==> config.mk <==
export PLATFORM = sky130hd
export DESIGN_NAME = codec_frame_sched
export DESIGN_NICKNAME = d
export VERILOG_FILES = /design/src/rtl/codec_frame_sched_pkg.sv /design/src/rtl/codec_sched_fifo.sv /design/src/rtl/codec_frame_sched.sv
export SDC_FILE = /design/constraint.sdc
export NUM_CORES = 1
export LEC_CHECK = 0
export BUFFER_PORTS_ARGS = -buffer_cell sky130_fd_sc_hd__buf_4
export CORE_ASPECT_RATIO = 1.5
export CORE_MARGIN = 3
export CORE_UTILIZATION = 35
export CTS_CLUSTER_DIAMETER = 80
export CTS_CLUSTER_SIZE = 8
export DETAILED_ROUTE_END_ITERATION = 8
export GPL_ROUTABILITY_DRIVEN = 0
export SYNTH_ARGS = -nofsm -noshare
export SYNTH_HDL_FRONTEND = slang
export SYNTH_SLANG_ARGS = --single-unit
==> constraint.sdc <==
create_clock -name clk -period 5.4 [get_ports clk]
set_input_delay 1.08 -clock clk [delete_from_list [all_inputs] [get_ports clk]]
set_output_delay 1.08 -clock clk [all_outputs]
set_load 0.03 [all_outputs]
==> src/rtl/codec_frame_sched_pkg.sv <==
// rtl/codec_frame_sched_pkg.sv - shared FSM encoding and frame geometry for the frame scheduler
package codec_frame_sched_pkg;

  typedef enum logic [1:0] {
    ST_IDLE,
    ST_WAIT_START,
    ST_READ,
    ST_DRAIN
  } sched_state_e;

  localparam int unsigned DEF_ADDR_BITS = 10;
  localparam int unsigned FRAME_LEN     = 1 << DEF_ADDR_BITS;
  // Wide enough for in-flight + FIFO levels with RD_LATENCY up to 4
  localparam int unsigned CNT_BITS      = 4;

  function automatic int unsigned frame_len(input int unsigned addr_bits);
    return 1 << addr_bits;
  endfunction

endpackage

==> src/rtl/codec_sched_fifo.sv <==
// rtl/codec_sched_fifo.sv - synchronous FIFO with registered output; count_o includes the output register
module codec_sched_fifo
  import codec_frame_sched_pkg::*;
#(
  parameter int unsigned DEPTH = 4,
  parameter int unsigned WIDTH = 17
) (
  input  logic                clk,
  input  logic                rst,
  input  logic                push_i,
  input  logic [WIDTH-1:0]    push_data_i,
  input  logic                ready_i,
  output logic [WIDTH-1:0]    out_data_o,
  output logic                out_valid_o,
  output logic [CNT_BITS-1:0] count_o
);

  localparam int unsigned PW = (DEPTH > 1) ? $clog2(DEPTH) : 1;

  logic [WIDTH-1:0]    mem_q [DEPTH];
  logic [PW-1:0]       wr_ptr_q, wr_ptr_d, rd_ptr_q, rd_ptr_d;
  logic [CNT_BITS-1:0] mem_cnt_q, mem_cnt_d;
  logic [WIDTH-1:0]    out_q, out_d;
  logic                out_valid_q, out_valid_d;
  logic                load;

  function automatic logic [PW-1:0] ptr_inc(input logic [PW-1:0] p);
    return (p == PW'(DEPTH - 1)) ? '0 : p + 1'b1;
  endfunction

  always_comb begin
    load        = (mem_cnt_q != '0) && (!out_valid_q || ready_i);
    wr_ptr_d    = push_i ? ptr_inc(wr_ptr_q) : wr_ptr_q;
    rd_ptr_d    = load ? ptr_inc(rd_ptr_q) : rd_ptr_q;
    mem_cnt_d   = mem_cnt_q + CNT_BITS'(push_i) - CNT_BITS'(load);
    out_d       = load ? mem_q[rd_ptr_q] : out_q;
    out_valid_d = load | (out_valid_q & ~ready_i);
  end

  always_ff @(posedge clk) begin
    if (rst) begin
      wr_ptr_q    <= '0;
      rd_ptr_q    <= '0;
      mem_cnt_q   <= '0;
      out_q       <= '0;
      out_valid_q <= 1'b0;
    end else begin
      wr_ptr_q    <= wr_ptr_d;
      rd_ptr_q    <= rd_ptr_d;
      mem_cnt_q   <= mem_cnt_d;
      out_q       <= out_d;
      out_valid_q <= out_valid_d;
    end
  end

  always_ff @(posedge clk) begin
    if (push_i) mem_q[wr_ptr_q] <= push_data_i;
  end

  assign out_data_o  = out_q;
  assign out_valid_o = out_valid_q;
  assign count_o     = mem_cnt_q + CNT_BITS'(out_valid_q);

endmodule

==> src/rtl/codec_frame_sched.sv <==
// rtl/codec_frame_sched.sv - reads one buffer frame per start edge and streams it to the FFT with backpressure
module codec_frame_sched
  import codec_frame_sched_pkg::*;
#(
  parameter int unsigned ADDR_BITS  = DEF_ADDR_BITS,
  parameter int unsigned DATA_BITS  = 16,
  parameter int unsigned RD_LATENCY = 2
) (
  input  logic                 clk,
  input  logic                 rst,
  input  logic                 buff_start_i,
  output logic [ADDR_BITS-1:0] buff_raddr_o,
  input  logic [DATA_BITS-1:0] buff_rdata_i,
  input  logic                 run_i,
  input  logic                 single_i,
  output logic [DATA_BITS-1:0] fft_data_o,
  output logic                 fft_valid_o,
  input  logic                 fft_ready_i,
  output logic                 fft_last_o,
  output logic                 busy_o,
  output logic                 overrun_o,
  input  logic                 ovr_clr_i,
  output logic [15:0]          frame_cnt_o
);

  localparam int unsigned        DEPTH    = RD_LATENCY + 2;
  localparam logic [ADDR_BITS:0] LAST_IDX = {1'b0, {ADDR_BITS{1'b1}}};

  sched_state_e          state_q, state_d;
  logic                  start_q, oneshot_q, oneshot_d, overrun_q, overrun_d;
  logic [ADDR_BITS:0]    issue_cnt_q, issue_cnt_d;
  logic [ADDR_BITS-1:0]  raddr_q, raddr_d;
  logic [CNT_BITS-1:0]   in_flight_q, in_flight_d, fifo_cnt;
  logic [RD_LATENCY-1:0] vld_pipe_q, last_pipe_q;
  logic [15:0]           frame_cnt_q, frame_cnt_d;
  logic                  start_edge, issue, issue_last, push, pop, credit_ok, fifo_valid;
  logic [DATA_BITS:0]    fifo_out;

  always_comb begin
    start_edge  = buff_start_i & ~start_q;
    pop         = fifo_valid & fft_ready_i;
    push        = vld_pipe_q[RD_LATENCY-1];
    // A read is admitted only if the FIFO could hold it with no further drain
    credit_ok   = (in_flight_q + fifo_cnt + CNT_BITS'(1)) <= (CNT_BITS'(DEPTH) + CNT_BITS'(pop));
    issue       = (state_q == ST_READ) && credit_ok;
    issue_last  = issue && (issue_cnt_q == LAST_IDX);
    state_d     = state_q;
    oneshot_d   = oneshot_q;
    issue_cnt_d = issue_cnt_q;
    raddr_d     = raddr_q;
    frame_cnt_d = frame_cnt_q;
    in_flight_d = in_flight_q + CNT_BITS'(issue) - CNT_BITS'(push);
    overrun_d   = ovr_clr_i ? 1'b0 : overrun_q;
    if (start_edge && (state_q == ST_READ || state_q == ST_DRAIN)) overrun_d = 1'b1;
    if (issue) begin
      issue_cnt_d = issue_cnt_q + 1'b1;
      if (!issue_last) raddr_d = raddr_q + 1'b1;
    end
    case (state_q)
      ST_IDLE: begin
        if (single_i || run_i) state_d = ST_WAIT_START;
        if (single_i) oneshot_d = 1'b1;
      end
      ST_WAIT_START: begin
        if (start_edge) begin
          state_d     = ST_READ;
          issue_cnt_d = '0;
          raddr_d     = '0;
        end else if (!run_i && !oneshot_q) begin
          state_d = ST_IDLE;
        end
      end
      ST_READ: if (issue_last) state_d = ST_DRAIN;
      ST_DRAIN: begin
        if (fft_last_o && fft_ready_i) begin
          frame_cnt_d = frame_cnt_q + 16'd1;
          if (run_i && !oneshot_q) begin
            state_d = ST_WAIT_START;
          end else begin
            state_d   = ST_IDLE;
            oneshot_d = 1'b0;
          end
        end
      end
      default: state_d = ST_IDLE;
    endcase
  end

  always_ff @(posedge clk) begin
    if (rst) begin
      state_q     <= ST_IDLE;
      start_q     <= 1'b0;
      oneshot_q   <= 1'b0;
      overrun_q   <= 1'b0;
      issue_cnt_q <= '0;
      raddr_q     <= '0;
      in_flight_q <= '0;
      vld_pipe_q  <= '0;
      last_pipe_q <= '0;
      frame_cnt_q <= '0;
    end else begin
      state_q     <= state_d;
      start_q     <= buff_start_i;
      oneshot_q   <= oneshot_d;
      overrun_q   <= overrun_d;
      issue_cnt_q <= issue_cnt_d;
      raddr_q     <= raddr_d;
      in_flight_q <= in_flight_d;
      vld_pipe_q  <= RD_LATENCY'({vld_pipe_q, issue});
      last_pipe_q <= RD_LATENCY'({last_pipe_q, issue_last});
      frame_cnt_q <= frame_cnt_d;
    end
  end

  codec_sched_fifo #(
    .DEPTH (DEPTH),
    .WIDTH (DATA_BITS + 1)
  ) u_fifo (
    .clk         (clk),
    .rst         (rst),
    .push_i      (push),
    .push_data_i ({last_pipe_q[RD_LATENCY-1], buff_rdata_i}),
    .ready_i     (fft_ready_i),
    .out_data_o  (fifo_out),
    .out_valid_o (fifo_valid),
    .count_o     (fifo_cnt)
  );

  assign buff_raddr_o = raddr_q;
  assign fft_data_o   = fifo_out[DATA_BITS-1:0];
  assign fft_valid_o  = fifo_valid;
  assign fft_last_o   = fifo_valid & fifo_out[DATA_BITS];
  assign busy_o       = (state_q != ST_IDLE);
  assign overrun_o    = overrun_q;
  assign frame_cnt_o  = frame_cnt_q;

endmodule

# [Word-level counts from Yosys, hierarchy flattened]
# Memory sizes are Yosys's and may differ from the RTL's. A register that Yosys moved wholly into a read port is not among the register bits.
# Cells that the tools add are included.
[word_totals] register_bits=59 ram_bits=68 input_bits=23 wordCells=93 n_memories=1
[classes] n_addsub=13 n_lt_le_gt_ge=1 n_eq_ne=12 n_mux=24 bitwise=7 reduce_logical=21
[mem_list] name="u_fifo.mem_q" depth=4 width=17 read_ports=1 rd_ports_with_merged_regs=1 wr=1 line="codec_sched_fifo.sv:20" text="logic [WIDTH-1:0] mem_q [DEPTH];"
[ops] cell="2-to-1 mux 10 bit" count=4
[ops] cell="2-to-1 mux 11 bit" count=3
[ops] cell="adder 16 x 1 -> 16 bit (second input constant)" count=1
[ops] cell="2-to-1 mux 2 bit" count=7
[ops] cell="adder 4 x 1 -> 4 bit" count=3
[ops] cell="adder 11 x 1 -> 11 bit (second input constant)" count=1
[ops] cell="== test 11 x 10 -> 1 bit (second input constant)" count=1
[ops] cell="adder 10 x 1 -> 10 bit (second input constant)" count=1
[ops] cell="== test 2 bit (second input constant)" count=4
[ops] cell="2-to-1 mux 1 bit" count=8
[ops] cell="!= test 2 bit (second input constant)" count=4
[ops] cell="one-hot mux 2 bit (4 select lines)" count=1
[ops] cell="AND reduction 4 bit" count=2
[ops] cell="subtractor 4 x 1 -> 4 bit" count=2
[ops] cell="logical AND 1 bit" count=7
[ops] cell="nonzero test 2 bit" count=3
[ops] cell="adder 2 x 1 -> 2 bit (second input constant)" count=2
[ops] cell="adder 3 x 1 -> 4 bit (first input constant)" count=1
[ops] cell="adder 4 x 1 -> 4 bit (second input constant)" count=1
[ops] cell="adder 4 bit" count=1
[ops] cell="AND 1 bit" count=4
[ops] cell="<= comparator 4 bit" count=1
[ops] cell="nonzero test 4 bit" count=1
[ops] cell="logical NOT 1 bit" count=3
[ops] cell="9 further kinds" count=12

# [Longest topological paths before layout]
[logic_depth] word_depth=10 mapped_depth=16 ltp_nobuf=16

# [By module]
# Synthesis repeated with hierarchy kept, for this count alone.
[hier_totals] cells_unflattened=473 area_unflattened_um2=6069.6
[by_module_without_submodules] module="codec_sched_fifo" n_inst=1 cells_per_inst=192 area_per_inst_um2=3599.7
[by_module_without_submodules] module="codec_frame_sched" n_inst=1 cells_per_inst=281 area_per_inst_um2=2469.9

# [Worst setup path after synthesis]
# No wires, ideal clock.
[synth_path] path_type="register to register" startpoint="register u_fifo.out_valid_q, in the netlist u_fifo.out_valid_o" endpoint="register in_flight_q[2]" setup_time_ns=0.128 t_arrival_ns=3.205 required_ns=5.272 path_slack_ns=2.067 path_stages_with_launch=16 path_buffers=0 cell_sequence="dfxtp_1 inv_1 ha_1 inv_1 ha_1 fa_1 o21bai_1 a21oi_4 nand2_1 ha_1 inv_1 ha_1 inv_1 fa_1 xor2_1 nor2_1"
[synth_via] elab_chain_len=7 elab_cells_between_ends=9
[synth_lines] item="from (decl)" line="codec_sched_fifo.sv:24" text="logic out_valid_q, out_valid_d;"
[synth_lines] item="from (signal assigned)" line="codec_sched_fifo.sv:52" text="out_valid_q <= out_valid_d;"
[synth_lines] item="adder 4 x 1 -> 4 bit" line="codec_sched_fifo.sv:62" text="assign count_o = mem_cnt_q + CNT_BITS'(out_valid_q);"
[synth_lines] item="adder 4 bit" line="codec_frame_sched.sv:44" text="credit_ok = (in_flight_q + fifo_cnt + CNT_BITS'(1)) <= (CNT_BITS'(DEPTH) + CNT_BITS'(pop));"
[synth_lines] item="adder 4 x 1 -> 4 bit" line="codec_frame_sched.sv:44"
[synth_lines] item="<= comparator 4 bit (*)" line="codec_frame_sched.sv:44"
[synth_lines] item="logical AND 1 bit (*)" line="codec_frame_sched.sv:45" text="issue = (state_q == ST_READ) && credit_ok;"
[synth_lines] item="adder 4 x 1 -> 4 bit (*)" line="codec_frame_sched.sv:52" text="in_flight_d = in_flight_q + CNT_BITS'(issue) - CNT_BITS'(push);"
[synth_lines] item="subtractor 4 x 1 -> 4 bit (*)" line="codec_frame_sched.sv:52"
[synth_lines] item="to (signal assigned)" line="codec_frame_sched.sv:108" text="in_flight_q <= in_flight_d;"
[synth_lines] item="to (decl)" line="codec_frame_sched.sv:33" text="logic [CNT_BITS-1:0] in_flight_q, in_flight_d, fifo_cnt;"
# Every way passes the cells marked *; elsewhere a longest branch is shown, timed or not.
# A chain may end at the register's enable or synchronous reset.

# [Final worst setup path]
# Same ends and word-level chain as after synthesis.

==> metrics.md <==
| Metric | Value |
|---|---|
| Starting DRC count in detailed routing | `184` |
| Worst-Skew Late Latency | `0.41 ns` |
| Hold Path Stages | `1` |
| N_diodes | `0` |
| Post-CTS Setup Bufs | `0` |
| CTS Sinks | `144` |
| DR vias/cell | `4.87` |
| Max frequency | `288 MHz` |
| Mapped Cells | `515` |
| Post-synthesis sequential area ratio | `58.6%` |
| Hold Path End | `vld_pipe_q[1]` |
| Reg2Reg Depth | `15` |
| Die H | `167 um` |
| I/O pin cnt | `69` |
| Synth Flop Type | `dfxtp_1` |
| # hold bufs at CTS | `0` |
| Tightest Hold Check Type | `register to register` |
| Core Rows | `58` |
| Status | `complete, no violations` |
| P_leak | `0.00274 uW` |
| Post-synthesis compound-gate area fraction | `5.45%` |
| Initial Util | `36.0%` |
| Vias | `3,860` |
| Layout cells sized above 1 | `21.4%` |
| Tot GR Track Use | `12.8%` |
| Mux contribution to synthesized area | `6.46%` |
| Worst Tran Pin Value | `0.981 ns` |
| Vias in the first global route | `4,016` |
| Largest family of logic cells by synthesized area | `simple AND/OR/NAND/NOR gates` |
| Post-synthesis xor/xnor area fraction | `4.87%` |
| CP Max Fanout | `10` |
| R2R setup slack | `1.93 ns` |
| Tcrit/Tclk final | `64.3%` |
| TritonCTS Buffers | `17` |
| Die area | `19,000 sq um` |
| Clock slew at reported path FFs | `0.06 ns` |
| Largest cells by area after synthesis | `edfxtp_1, dfxtp_1, mux4_2` |
| Synth Area in Simple Gates | `13.9%` |
| Avg WL per Cell | `14.8 um` |
| Net Sw Power | `1050 uW` |
| Fin. max-slew vios | `0` |
| Final Setup Violations | `0` |
| Final core occ | `42.9%` |
| Residual DRC | `0` |
| Antenna violations before repair | `0` |
| Setup TNS | `0 ns` |
| Antenna Nets Post-Route | `0` |
| Crit path DAT | `3.75 ns` |
| Post-Synth Adder-Cell Area | `5.92%` |
| Max IR drop VDD | `0.000267 V` |
| Crit Reg-Reg Startpoint | `u_fifo.out_valid_o` |
| Root Buffer | `clkbuf_16` |
| Max Cap Viol | `0` |
| Reg power frac | `40.1%` |
| Worst setup EP type | `register` |
| Die Wd | `114 um` |
| Ys async rst share | `0%` |
| Sw frac | `31.8%` |
| GRT overflow | `0` |
| Endpoint of the worst-slack reg-to-reg timing path | `in_flight_q[2]` |
| CTS tree | `yes` |
| RSZ-0062 raised after global routing | `no` |
| Syn Std Cell Area | `6080 sq um` |
| Yosys warnings | `0` |
| WP data required | `5.67 ns` |
| Share of the synthesized area in the top cell type | `33.6%` |
| Clock network fraction of total power | `33.8%` |
| Syn avg cell area | `11.8 sq um` |
| Nets@finish | `620` |
| Port bufs | `68` |
| Crit path time final | `3.47 ns` |
| Htree depth | `4` |
| Placed Cells | `761` |
| Area Growth Syn to Fin | `19.2%` |
| Synth unique cells | `44` |
| Fin Clk Skew | `0.00934 ns` |
| Hold_sp | `vld_pipe_q[0]` |
| PD cells | `456 nW/um^2` |
| Core Area | `16,900 sq um` |
| DR pass1 iterations | `4` |
| Final Hold Fails | `0` |
| Combinational share of power | `26.1%` |
| First-pass GRT wire length | `19,300 um` |
| Slew margin rel. | `34.6%` |
| Area leader, netlist | `edfxtp_1` |
| WS Path Type | `register to register` |
| Syn Nets | `565` |
| Post-DP HPWL | `7890 um` |
| Clock tree buffer depth | `2` |
| DRT Wirelength | `11,700 um` |
| Startpoint types | `register` |
| Post-synth EDFFs | `68` |
| Synth Register Bits | `144` |
| Cell-internal power | `2260 uW` |
| Final Non-Filler Cells | `793` |
| # resized after CTS | `0` |
| Pin count of the biggest net entering global routing | `57` |
| Hold slack | `0.436 ns` |
## worst max path at each step
stage	start	to	slack (ns)	cells past startpoint
floorplan	u_fifo.out_valid_o	in_flight_q[2]	2.07	15
global placement	fft_ready_i	in_flight_q[2]	1.91	14
detailed placement	fft_ready_i	in_flight_q[2]	1.81	14
CTS	u_fifo.out_valid_o	in_flight_q[2]	1.92	15
global route	in_flight_q[1]	in_flight_q[2]	1.67	13
finish	u_fifo.out_valid_o	in_flight_q[2]	1.93	15
## power by group through the flow
stage	clock, uW	sequential, uW	combinational (uW)
final	1120	1330	865
after global routing	1190	1340	961
after CTS	1150	1330	882
after detailed placement	0	1350	878
after global placement	0	1350	858
after floorplan	0	1310	734
## metrics by stage
step                      setup slack, ns  power [uW]  area, sq um
after floorplan                      2.07        2040         6080
after global placement               1.91        2210         6680
after detailed placement             1.81        2230         6680
after CTS                            1.92        3360         7250
after global routing                 1.67        3490         7250
final                                1.93        3310         7250
## flip-flops by register name, summed over array words and instances, names as in the netlist, named ones only
register / cells
u_fifo.mem_q: 68
u_fifo.out_data_o: 17
frame_cnt_o: 16
issue_cnt_q: 11
buff_raddr_o: 10
in_flight_q: 4
u_fifo.mem_cnt_q: 4
last_pipe_q: 2
u_fifo.rd_ptr_q: 2
u_fifo.wr_ptr_q: 2
vld_pipe_q: 2
oneshot_q: 1
overrun_o: 1
start_q: 1
state_q: 1
u_fifo.out_valid_o: 1
## Yosys cell counts (11+ instances only)
master	n
dfxtp_1	76
edfxtp_1	68
nand2_1	55
nor2_1	43
a21oi_1	40
inv_1	26
xor2_1	26
ha_1	24
mux4_2	17
buf_4	16
clkbuf_1	14
nand3_1	13
or3_1	11
## layout make-up
class | count | area, sq um
Fill cell | 1557 | 9660
Sequential cell | 144 | 3560
Multi-Input combinational cell | 310 | 2230
Timing Repair Buffer | 70 | 526
Clock buffer | 19 | 443
Tap cell | 210 | 263
Clock inverter | 13 | 128
Inverter | 27 | 101
## worst max-delay path: stages (launching register included)
cell      delay (ns)
dfxtp_1         0.40
inv_1           0.08
ha_1            0.28
inv_1           0.04
ha_1            0.20
fa_1            0.42
o21bai_1        0.21
a21oi_4         0.31
nand2_1         0.21
ha_1            0.36
inv_1           0.05
ha_1            0.15
inv_1           0.05
fa_1            0.37
xor2_1          0.15
nor2_1          0.05
## layout by cell type, fill, tap and decap left out, drive strengths merged, types with 2 or more instances in the layout
cell / count
xnor2: 7
nand3b: 2
nor2: 43
nor2b: 5
buf: 70
nand2: 56
nand2b: 2
nand4b: 2
fa: 3
and4: 5
dfxtp: 76
o21ai: 11
mux4: 17
or3: 11
clkinv: 5
inv: 31
clkinvlp: 3
or2: 2
ha: 24
nand3: 13
nor3: 6
and3: 6
nand4: 8
a21oi: 41
clkbuf: 19
a21o: 4
edfxtp: 68
and2: 7
xor2: 26
## logic make-up after synthesis
logic type / Yosys count
AO/OA/AOI/OAI: 60
adder cells (fa/ha/maj): 27
multiplexers: 18
AND/OR/NAND/NOR: 172
buffers and inverters: 61
XOR/XNOR: 33
flip-flops: 144
## layer usage
metal | global-route usage (%) | routed length (um) | vias up
met2 | 22.4 | 5970 | 82
met5 | 0 | 0 | -
met4 | 4.86 | 154 | 0
met3 | 3.36 | 623 | 11
met1 | 14.8 | 4980 | 1864
li1 | - | - | 1903
Power figures use the tool's default switching activity.
